==> src/rtl/controlador_estados.sv <==
// controlador_estados: pet behaviour FSM that drives the estado bus.
// Optional age counter is enabled with CONTROLADOR_ESTADOS_IDADE_EN.
module controlador_estados #(
  parameter int TICK_BITS   = 23,
  parameter int DUR_ACAO    = 20,
  parameter int MORTE_TICKS = 10,
  parameter int INTRO_TICKS = 2
) (
  input  logic        clk,
  input  logic        rst,
  input  logic        btn_start,
  input  logic        btn_dormir,
  input  logic        btn_comer,
  input  logic        btn_aula,
  input  logic [7:0]  fome,
  input  logic [7:0]  felicidade,
  input  logic [7:0]  sono,
  output logic [4:0]  estado,
  output logic        morreu,
  output logic [15:0] idade
);

  typedef enum logic [4:0] {
    INTRO      = 5'b00000,
    IDLE       = 5'b00001,
    DORMINDO   = 5'b00010,
    COMENDO    = 5'b00100,
    DANDO_AULA = 5'b01000,
    MORTO      = 5'b10000
  } state_e;

  localparam logic [7:0] DUR_L   = 8'(DUR_ACAO);
  localparam logic [7:0] MORTE_L = 8'(MORTE_TICKS);
  localparam logic [7:0] INTRO_L = 8'(INTRO_TICKS);
  localparam logic [7:0] FULL_L  = 8'd100;
  localparam logic [TICK_BITS-1:0] TICK_ONE = TICK_BITS'(1);

  state_e               state_q, state_d;
  logic [TICK_BITS-1:0] tick_q;
  logic [7:0]           dwell_q, dwell_d;
  logic [7:0]           timer_q, timer_d;
  logic [7:0]           zero_q, zero_d;
  logic                 morreu_q, morreu_d;

  logic tick;
  logic any_zero;
  logic watch;
  logic death;
  logic attr_full;
  logic fim;

  assign tick = (tick_q == '0);

  assign any_zero = (fome == 8'd0)
                  | (sono == 8'd0)
                  | (felicidade == 8'd0);

  assign watch = (state_q != INTRO)
              && (state_q != MORTO);

  // Attribute that the current action raises has topped out.
  always_comb begin
    attr_full = 1'b0;
    unique case (state_q)
      DORMINDO:   attr_full = (sono >= FULL_L);
      COMENDO:    attr_full = (fome >= FULL_L);
      DANDO_AULA: attr_full = (felicidade >= FULL_L);
      default:    attr_full = 1'b0;
    endcase
  end

  assign fim = btn_start
             | attr_full
             | (tick && (timer_q == 8'd1));

  always_comb begin
    zero_d = zero_q;
    death  = 1'b0;
    if (watch && tick) begin
      if (!any_zero) begin
        zero_d = '0;
      end else if (zero_q < MORTE_L) begin
        zero_d = zero_q + 8'd1;
      end
      death = any_zero && (zero_d >= MORTE_L);
    end
    if ((state_q == MORTO) && btn_start) begin
      zero_d = '0;
    end
  end

  always_comb begin
    state_d = state_q;
    dwell_d = dwell_q;
    timer_d = timer_q;
    unique case (state_q)
      INTRO: begin
        if (tick && (dwell_q < INTRO_L)) begin
          dwell_d = dwell_q + 8'd1;
        end
        if (btn_start && (dwell_q >= INTRO_L)) begin
          state_d = IDLE;
        end
      end
      IDLE: begin
        if (death) begin
          state_d = MORTO;
        end else if (btn_dormir) begin
          state_d = DORMINDO;
          timer_d = DUR_L;
        end else if (btn_comer) begin
          state_d = COMENDO;
          timer_d = DUR_L;
        end else if (btn_aula) begin
          state_d = DANDO_AULA;
          timer_d = DUR_L;
        end
      end
      DORMINDO, COMENDO, DANDO_AULA: begin
        if (tick && (timer_q != 8'd0)) begin
          timer_d = timer_q - 8'd1;
        end
        if (death) begin
          state_d = MORTO;
          timer_d = '0;
        end else if (fim) begin
          state_d = IDLE;
          timer_d = '0;
        end
      end
      MORTO: begin
        if (btn_start) begin
          state_d = INTRO;
          dwell_d = '0;
        end
      end
      default: begin
        state_d = INTRO;
        dwell_d = '0;
        timer_d = '0;
      end
    endcase
  end

  assign morreu_d = (state_d == MORTO)
                 && (state_q != MORTO);

  always_ff @(posedge clk) begin
    if (rst) begin
      state_q  <= INTRO;
      tick_q   <= '0;
      dwell_q  <= '0;
      timer_q  <= '0;
      zero_q   <= '0;
      morreu_q <= 1'b0;
    end else begin
      state_q  <= state_d;
      tick_q   <= tick_q + TICK_ONE;
      dwell_q  <= dwell_d;
      timer_q  <= timer_d;
      zero_q   <= zero_d;
      morreu_q <= morreu_d;
    end
  end

  assign estado = state_q;
  assign morreu = morreu_q;

`ifdef CONTROLADOR_ESTADOS_IDADE_EN
  logic [15:0] idade_q, idade_d;

  always_comb begin
    idade_d = idade_q;
    if (state_d == INTRO) begin
      idade_d = '0;
    end else if (tick && watch
                 && (idade_q != 16'hFFFF)) begin
      idade_d = idade_q + 16'd1;
    end
  end

  always_ff @(posedge clk) begin
    if (rst) begin
      idade_q <= '0;
    end else begin
      idade_q <= idade_d;
    end
  end

  assign idade = idade_q;
`else
  assign idade = 16'd0;
`endif

endmodule

==> config.mk <==
export PLATFORM = sky130hd
export DESIGN_NAME = controlador_estados
export DESIGN_NICKNAME = d
export VERILOG_FILES = /design/src/rtl/controlador_estados.sv
export SDC_FILE = /design/constraint.sdc
export NUM_CORES = 1
export LEC_CHECK = 0
export CORE_AREA = 2 2 83 85
export CTS_CLUSTER_SIZE = 40
export DETAILED_ROUTE_END_ITERATION = 8
export DIE_AREA = 0 0 85 87
export PLACE_DENSITY = 0.85
export RECOVER_POWER = 25
export SLEW_MARGIN = 20
export SYNTH_ARGS = -nofsm -noshare
export SYNTH_HDL_FRONTEND = slang
export SYNTH_SLANG_ARGS = --single-unit
==> constraint.sdc <==
create_clock -name clk -period 2.2 [get_ports clk]
set_input_delay 0.22 -clock clk [delete_from_list [all_inputs] [get_ports clk]]
set_output_delay 0.22 -clock clk [all_outputs]
set_load 0.03 [all_outputs]
Word level (Yosys, flattened, before mapping):

Index checks and enable logic that the tools add are counted.
Widths: inputs -> output; s select.

* add/sub/neg operators: 4
* $lt $le $gt $ge: 7
* equal/unequal tests: 13
* mux-type cells: 25
* bitwise gates (word level): 6
* reduce and logical (&&, ||, !) cells: 22

Operator list (number)
* $mux 8: 12
* $pmux 8 s3: 2
* $mux 5: 8
* $ge 8x7->1 const B: 3
* $logic_not 8->1: 3
* $add 23x1->23 const B: 1
* $logic_not 23->1: 1
* $pmux 5 s4: 1
* $add 8x1->8 const B: 2
* $eq 5x5->1 const B: 2
* $logic_and 1x1->1: 9
* $eq 8x1->1 const B: 1
* $ge 8x2->1 const B: 1
* $ge 8x4->1 const B: 1
* $lt 8x2->1 const B: 1
* $lt 8x4->1 const B: 1
* $ne 4x4->1 const B: 2
* $reduce_bool 8->1: 1
* $sub 8x1->8 const B: 1
* $ne 2x2->1 const B: 3
* $eq 5x1->1 const B: 1
* $eq 5x2->1 const B: 1
* $eq 5x3->1 const B: 1
* $eq 5x4->1 const B: 1
* 12 further kinds: 17

* bits in registers: 53
* bits of input ports: 30
* output and inout port bits: 22
* logic and storage cells: 83

Longest topological paths before layout:

Gate-level depths: netlist (run 1).

* depth in word-level cells: 12
* gate-level depth with buffers: 10
* depth with buffers taken out: 8

Least setup slack after synthesis (run 1):

Ideal clock, no wire load.

* path kind: reg2reg
* start: reg state_q[3], in the netlist estado[3]
* end: reg timer_q[3]
* library setup time: 0.084 ns
* arrival: 2.335 ns
* slack: -0.219 ns
* cell stages (with the launch flop): 9
* buffers on the path: 2
* period minus slack after synthesis: 2.419 ns
* cells stage by stage: dfxtp_1 -> buf_2 -> or4b_4 -> nor4_4 -> nor3_1 -> and2_4 -> buf_6 -> a311o_1 -> o31ai_2

* cells in the longest elaborated chain, start to end: 7
* elaborated cells on any way between the ends: 24

RTL lines
* from (decl): line 38 `state_e state_q, state_d;`
* from (signal assigned): line 157 `state_q <= state_d;`
* $eq 5x4->1, or another cell as far along: line 64, 96
* $pmux 1 s3: line 64 `unique case (state_q)`
* $or 1x1->1: line 73 `| attr_full`
* $or 1x1->1: line 74 `| (tick && (timer_q == 8'd1));`
* $mux 8: line 126 `end else if (fim) begin`
* $mux 8: line 123 `if (death) begin`
* $pmux 8 s3: line 96 `unique case (state_q)`
* to (signal assigned): line 160 `timer_q <= timer_d;`
* to (decl): line 41 `logic [7:0] timer_q, timer_d;`

Parallel ways exist; a longest one is shown, timed or not.
A chain may end at the register's enable or synchronous reset.

Worst setup path after layout (run 1):

* start: reg tick_q[10]
* end: reg timer_q[3]

* cells in the longest elaborated chain, start to end: 6
* elaborated cells on any way between the ends: 12

RTL lines
* from (decl): line 39 `logic [TICK_BITS-1:0] tick_q;`
* from (signal assigned): line 158 `tick_q <= tick_q + TICK_ONE;`
* $logic_not 23->1 (*): line 52 `assign tick = (tick_q == '0);`
* $logic_and 1x1->1: line 74
* $or 1x1->1: line 74
* $mux 8: line 126
* $mux 8: line 123
* $pmux 8 s3: line 96

Mark *: on every way between the ends. The rest lies on a longest branch, timed or not.

==> summary.md, run 1 <==
| Metric | Value |
|---|---|
| Status | `finished with violations` |
| Violated checks | `setup timing` |
| Buffers on Ports | `35` |
| PnR worst setup slack | `-9.829 ps` |
| Max-slew violations | `0` |
| Overall Global Routing Usage | `20.68%` |
| Via density | `between 5 and 6` |
| Tcrit/Tclk final | `100.4%` |
| Dominant synthesized flop cell | `dfxtp_1` |
| FMAX | `approximately 450 MHz` |
| PwrDens | `around 540 nW/um^2` |
| Post-Syn Area | `3039 sq um` |
| Fillers | `519` |
| VDD IR-drop max | `0.3323 mV` |
| Worst Reg-to-Reg Cells | `8` |
| RR Endpoint | `timer_q[3]$_SDFFE_PP0P_` |
| Hold WC Path Type | `reg2reg` |
| DR WL/cell | `around 15 um` |
| CTS clk-pin slew, worst paths | `110 ps` |
| Placed insts | `between 500 and 600` |
| Worst Hold Path EP | `zero_q[4]$_SDFFE_PP0P_` |
| Syn Area/Cell | `between 8 and 9 sq um` |
| Drt total wl | `7989 um` |
| Initial antenna violation count | `0` |
| Starting Density | `46.27%` |
| Most common cell after layout, fill and taps aside | `buf_4` |
| Ports | `52` |
| Die H | `87 um` |
| Hold path cells | `1` |
| Worst R2R Setup Slack | `-10 ps` |
| Unrepaired setup endpoints after global routing | `yes` |
| Asr flop ratio synth | `0%` |
| Cells after synthesis | `364` |
| Most frequent cells in the layout | `53 x buf_4, 45 x dfxtp_1, 34 x clkdlybuf4s50_1` |
| Synth cell types | `58` |
| Worst-Skew Late Latency | `310 ps` |
| Seq/Total Area, Yosys | `34.91%` |
| Critical path class | `reg2reg` |
| Synth Register Bits | `53` |
| Clk_skew | `about 7.3 ps` |
| Worst setup EP type | `flip-flop` |
| H-tree depth | `2` |
| DRC errors left | `0` |
| Crit path time final | `2210 ps` |
| Relative slew margins | `around half` |
| Iter 0 DRT Violations | `174` |
| MaxCap Viol Count | `0` |
| GRT overflow | `0` |
| CTS tree | `done` |
| Crit-path max FO | `5` |
| Syn-to-layout area delta | `35.16%` |
| Pre-antenna DRT Iters | `4` |
| Sink Count | `53` |
| Ant. Diodes | `0` |
| Share of layout cells above drive strength 1 | `25.55%` |
| Hold Fails Final Rpt | `0` |
| CTS Buffer Depth | `2` |
| Total clock buffers created by CTS | `5` |
| Leakage | `1.623 nW` |
| Root buffer cell | `clkbuf_8` |
| Full die area | `~7400 sq um` |
| Hpwl dp | `roughly 5700 um` |
| Startpoint class of the critical path | `flip-flop` |
| Final setup viols | `3` |
| Post-detailed-route count of antenna-violating nets | `0` |
| Vias | `2,992` |
| Worst R2R Start | `tick_q[10]$_SDFF_PP0_` |
| Chip Width | `85 um` |
| Fin cells | `534` |
| Post-synth EDFFs | `0` |
| Number of global-route vias before repair | `2,867` |
| YS warnings | `0` |
| Row count | `30` |
| Pin count of the biggest net entering global routing | `18` |
| Core area | `6569 sq um` |
| Global-route wire length before repair | `12,640 um` |
| Measured slew at the worst slew-check pin | `723.1 ps` |
| Pre-CTS setup slack | `-372.7 ps` |
| Hold Crit Start | `zero_q[4]$_SDFFE_PP0P_` |
| GPL Wtd Cong | `0.8652` |
| Arrival time at the worst endpoint | `between 2000 and 2500 ps` |
| WP data required | `2440 ps` |
| Nets | `490` |
per-stage QoR:
stage / hold WS, ps / TNS [ps] / instance area, sq um / utilization (%) / power, mW
global route: 498.5 / -617.0 / 4108 / 62.53 / 2.333
floorplan: 361.5 / -46.57 / 3114 / - / 1.374
detailed placement: 450.1 / -3321 / 3794 / 57.75 / 1.593
finish: 473.2 / -19.54 / 4108 / 62.53 / 2.230
CTS: 477.7 / 0 / 3906 / 59.47 / 2.159
global placement: 442.4 / -2462 / 3794 / 57.75 / 1.572
power breakdown:
group          leakage, nW  internal, mW  switching (mW)
Sequential           0.432         0.984          0.0257
Combinational         1.15         0.316           0.325
Clock               0.0445         0.227           0.352
Total                 1.62          1.53           0.703
cells by family after synthesis:
group	after synthesis	synth area share (%)
adder cells (fa/ha/maj)	8	3.211
AND/OR/NAND/NOR	169	31.49
other	1	0.1234
buffers and inverters	45	8.152
XOR/XNOR	18	5.187
multiplexers	1	0.3294
flip-flops	53	34.91
AO/OA/AOI/OAI	69	16.59
synthesized netlist by cell type, types with 6 or more instances:
library cell / instances / area (sq um)
buf_4: 16 / 120.1
dfxtp_1: 53 / 1061
ha_1: 7 / 87.58
nand2_1: 35 / 131.4
nor3_1: 9 / 45.04
and3_1: 6 / 37.54
o21a_1: 6 / 45.04
nand4_1: 7 / 43.79
clkbuf_1: 8 / 30.03
and2_1: 13 / 81.33
a31oi_1: 10 / 62.56
o211ai_1: 6 / 45.04
nor2_1: 31 / 116.4
nor4_1: 14 / 87.58
a21oi_1: 16 / 80.08
inv_1: 13 / 48.80
xor2_1: 14 / 122.6
nand3_1: 17 / 85.08
registers in the layout (all words and copies together), names as in the netlist:
register / cells
dwell_q: 8
estado: 5
morreu: 1
tick_q: 23
timer_q: 8
zero_q: 8
worst max-delay path, stage by stage, from the launching register on:
cell and delay, ps:
dfxtp_1 360, nor4_1 320, buf_4 180, nand2_2 90
nor4_4 320, nand3b_1 170, buf_6 170, a311o_1 360
o31ai_2 170
worst max path at each step:
stage                          start                      end  slack, ps  depth (start not counted)
2_1_floorplan   estado[3]$_SDFF_PP0_  timer_q[3]$_SDFFE_PP0P_        -50                          8
3_3_place_gp                 sono[2]  timer_q[7]$_SDFFE_PP0P_       -290                          8
3_5_place_dp                 sono[2]  timer_q[7]$_SDFFE_PP0P_       -370                          8
4_1_cts                      sono[2]  timer_q[7]$_SDFFE_PP0P_          5                          8
5_1_grt         tick_q[0]$_SDFF_PP0_  timer_q[3]$_SDFFE_PP0P_       -130                          9
6_report       tick_q[10]$_SDFF_PP0_  timer_q[3]$_SDFFE_PP0P_        -10                          8
repair_timing:
action,in CTS,in global routing
setup buffers,0,6
gates cloned,0,1
setup endpoints to repair,7,8
pin swaps,3,13
gates resized for setup,4,33
hold buffers,0,0
endpoints found under the hold margin,0,0
final cells by class:
cell class / count / area, sq um / share of cell area [%]
Timing Repair Buffer: 98 / 855.8 / 20.83
Multi-Input combinational cell: 281 / 1933 / 47.06
Sequential cell: 53 / 1076 / 26.20
Tap cell: 80 / 100.1 / 2.437
Clock inverter: 3 / 21.27 / 0.5178
Inverter: 14 / 52.55 / 1.279
Clock buffer: 5 / 68.82 / 1.675
layer usage:
layer,global-route usage [%],part of all wire (%),vias to the layer above
li1,-,-,1467
met1,24.85,42,1432
met2,39.06,52,79
met3,2.559,4.2,14
met4,4.906,1.6,0
met5,0,0,-
Note: power is estimated with default switching activity, not from simulation.
==> run 2: changes to the inputs <==
PLACE_DENSITY = 0.75   (was 0.85)
==> run 2 against run 1 <==
The run now ends clean. Clock-buffer cell count increased by 1. Global-route usage decreased by 0.80 points. Clock power increased by 15%. Core utilization increased by 0.44 points. Via count decreased by 0.97%. Largest power group unchanged. Highest routed layer unchanged.
==> summary.md, run 2 (same netlist as run 1, synthesis figures left out) <==
| Metric | Value |
|---|---|
| Arrival time at the worst endpoint | `2360 ps` |
| Pre-antenna DRT Iters | `4` |
| Crit path time final | `2172 ps` |
| Crit-path max FO | `6` |
| Unrepaired setup endpoints after global routing | `yes` |
| Worst setup EP type | `flip-flop` |
| Drt total wl | `7693 um` |
| Number of flip-flops in the largest register | `23` |
| Most frequent cells in the layout | `63 x buf_4, 44 x dfxtp_1, 34 x clkdlybuf4s50_1` |
| Critical path class | `reg2reg` |
| Placed insts | `523` |
| Core area | `between 6000 and 7000 sq um` |
| FMAX | `approximately 460 MHz` |
| Initial antenna violation count | `0` |
| CTS Buffer Depth | `2` |
| Leakage | `1.657 nW` |
| Die H | `around 87 um` |
| Buffers on Ports | `35` |
| Total clock buffers created by CTS | `5` |
| CTS clk-pin slew, worst paths | `90 ps` |
| Pre-CTS setup slack | `-320.5 ps` |
| Tcrit/Tclk final | `98.75%` |
| Chip Width | `85 um` |
| Row count | `30` |
| WP data required | `about 2400 ps` |
| Hold Crit Start | `zero_q[7]$_SDFFE_PP0P_` |
| Max stage delay cell, worst path | `a311o_1` |
| Met2 Usage GRT | `37.00%` |
| Full die area | `7395 sq um` |
| Area occupied by multi-input gates | `1889 sq um` |
| Post-detailed-route count of antenna-violating nets | `0` |
| Pin count of the biggest net entering global routing | `25` |
| DR WL/cell | `14.22 um` |
| Relative slew margins | `64.12%` |
| GPL Wtd Cong | `0.8532` |
| Status | `finished, final reports clean` |
| Startpoint class of the critical path | `flip-flop` |
| Worst-Skew Late Latency | `310 ps` |
| Via density | `5.477` |
| Most common cell after layout, fill and taps aside | `buf_4` |
| Fin util | `62.97%` |
| Ant. Diodes | `0` |
| Syn-to-layout area delta | `36.11%` |
| Hpwl dp | `5442 um` |
| Hold_buf cts | `0` |
| Global-route wire length before repair | `12,140 um` |
| Measured slew at the worst slew-check pin | `532.5 ps` |
| Final setup viols | `0` |
| Root buffer cell | `clkbuf_8` |
| Share of layout cells above drive strength 1 | `25.16%` |
| GR peak layer | `met2` |
| Number of global-route vias before repair | `2,813` |
| Fin cells | `~540` |
| Worst R2R Start | `tick_q[19]$_SDFF_PP0_` |
| PwrDens | `~550 nW/um^2` |
| CP cell instances | `nor4_2, buf_4, nand4_1, buf_4, a311o_1, o31ai_4, buf_6, a311o_1, o32ai_1` |
| GRT overflow | `0` |
| Design area | `4136 sq um` |
| H-tree depth | `2` |
| Fillers | `around 550` |
| Max-slew violations | `0` |
| FF+latch area | `1077 sq um` |
| Post-place instance area | `between 3000 and 4000 sq um` |
| Overall Global Routing Usage | `approximately a fifth` |
| DRC errors left | `0` |
| Starting Density | `46.27%` |
| Crit-path leading delay family | `compound AO/OA/AOI/OAI gates` |
| Crit path launch | `tick_q[19]$_SDFF_PP0_` |
| GR Util met1 | `between 20 and 25%` |
| Vias | `just under 3,000` |
| MaxCap Viol Count | `0` |
| Clk_skew | `11.68 ps` |
| CP bufs+invs | `3` |
| VDD IR-drop max | `0.3244 mV` |
| Sink Count | `53` |
| Worst path max stage delay | `370 ps` |
| PnR worst setup slack | `27.61 ps` |
| Hold WC Path Type | `reg2reg` |
| Iter 0 DRT Violations | `between 100 and 150` |
| Nets | `497` |
| Largest register by flop count | `tick_q` |
| Ports | `52` |
| CTS tree | `done` |
| GRT met3 Usage | `3.412%` |
| Hold Fails Final Rpt | `0` |
run 2: timing repair:
action,4_1_cts,5_1_grt
gates cloned,0,2
setup buffers,1,7
pin swaps,2,8
resized for setup,4,24
setup endpoints to repair,8,13
run 2: per-layer routing:
metal	share of wire (%)	vias up
met5	0	-
met4	2.2	0
met3	3.9	16
met2	52	73
met1	42	1393
li1	-	1481
run 2: final timing paths:
check | end | slack (ps) | depth (start not counted)
max | timer_q[4]$_SDFFE_PP0P_ | 30 | 9
min | zero_q[7]$_SDFFE_PP0P_ | 470 | 1
max reg2reg | timer_q[4]$_SDFFE_PP0P_ | 30 | 9
min reg2reg | zero_q[7]$_SDFFE_PP0P_ | 470 | 1
run 2: cell type report:
class,count,area share [%]
Inverter,14,1.270
Sequential cell,53,26.04
Multi-Input combinational cell,281,45.67
Clock buffer,6,1.754
Timing Repair Buffer,105,21.90
Clock inverter,2,0.9377
Tap cell,80,2.420
run 2: power breakdown:
| group | leakage, nW | switching, mW | total, mW | internal (mW) |
|---|---|---|---|---|
| combinational | 1.17 | 0.302 | 0.599 | 0.297 |
| sequential | 0.433 | 0.0252 | 1.01 | 0.984 |
| clock | 0.0554 | 0.326 | 0.668 | 0.342 |
run 2: stage by stage:
stage               hold WS [ps]  power, mW  setup TNS [ps]
finish                     467.3      2.276               0
global route               490.0      2.370          -362.3
CTS                        470.8      2.255               0
detailed placement         446.5      1.583           -2850
global placement           444.2      1.572           -2278
floorplan                  361.5      1.374          -46.57
run 2: worst reg2reg max path, cell delays in order, from the launching register on:
cell and delay [ps]:
dfxtp_2 340, nor4_2 290, buf_4 180, nand4_1 90
buf_4 170, a311o_1 370, o31ai_4 190, buf_6 160
a311o_1 180, o32ai_1 100
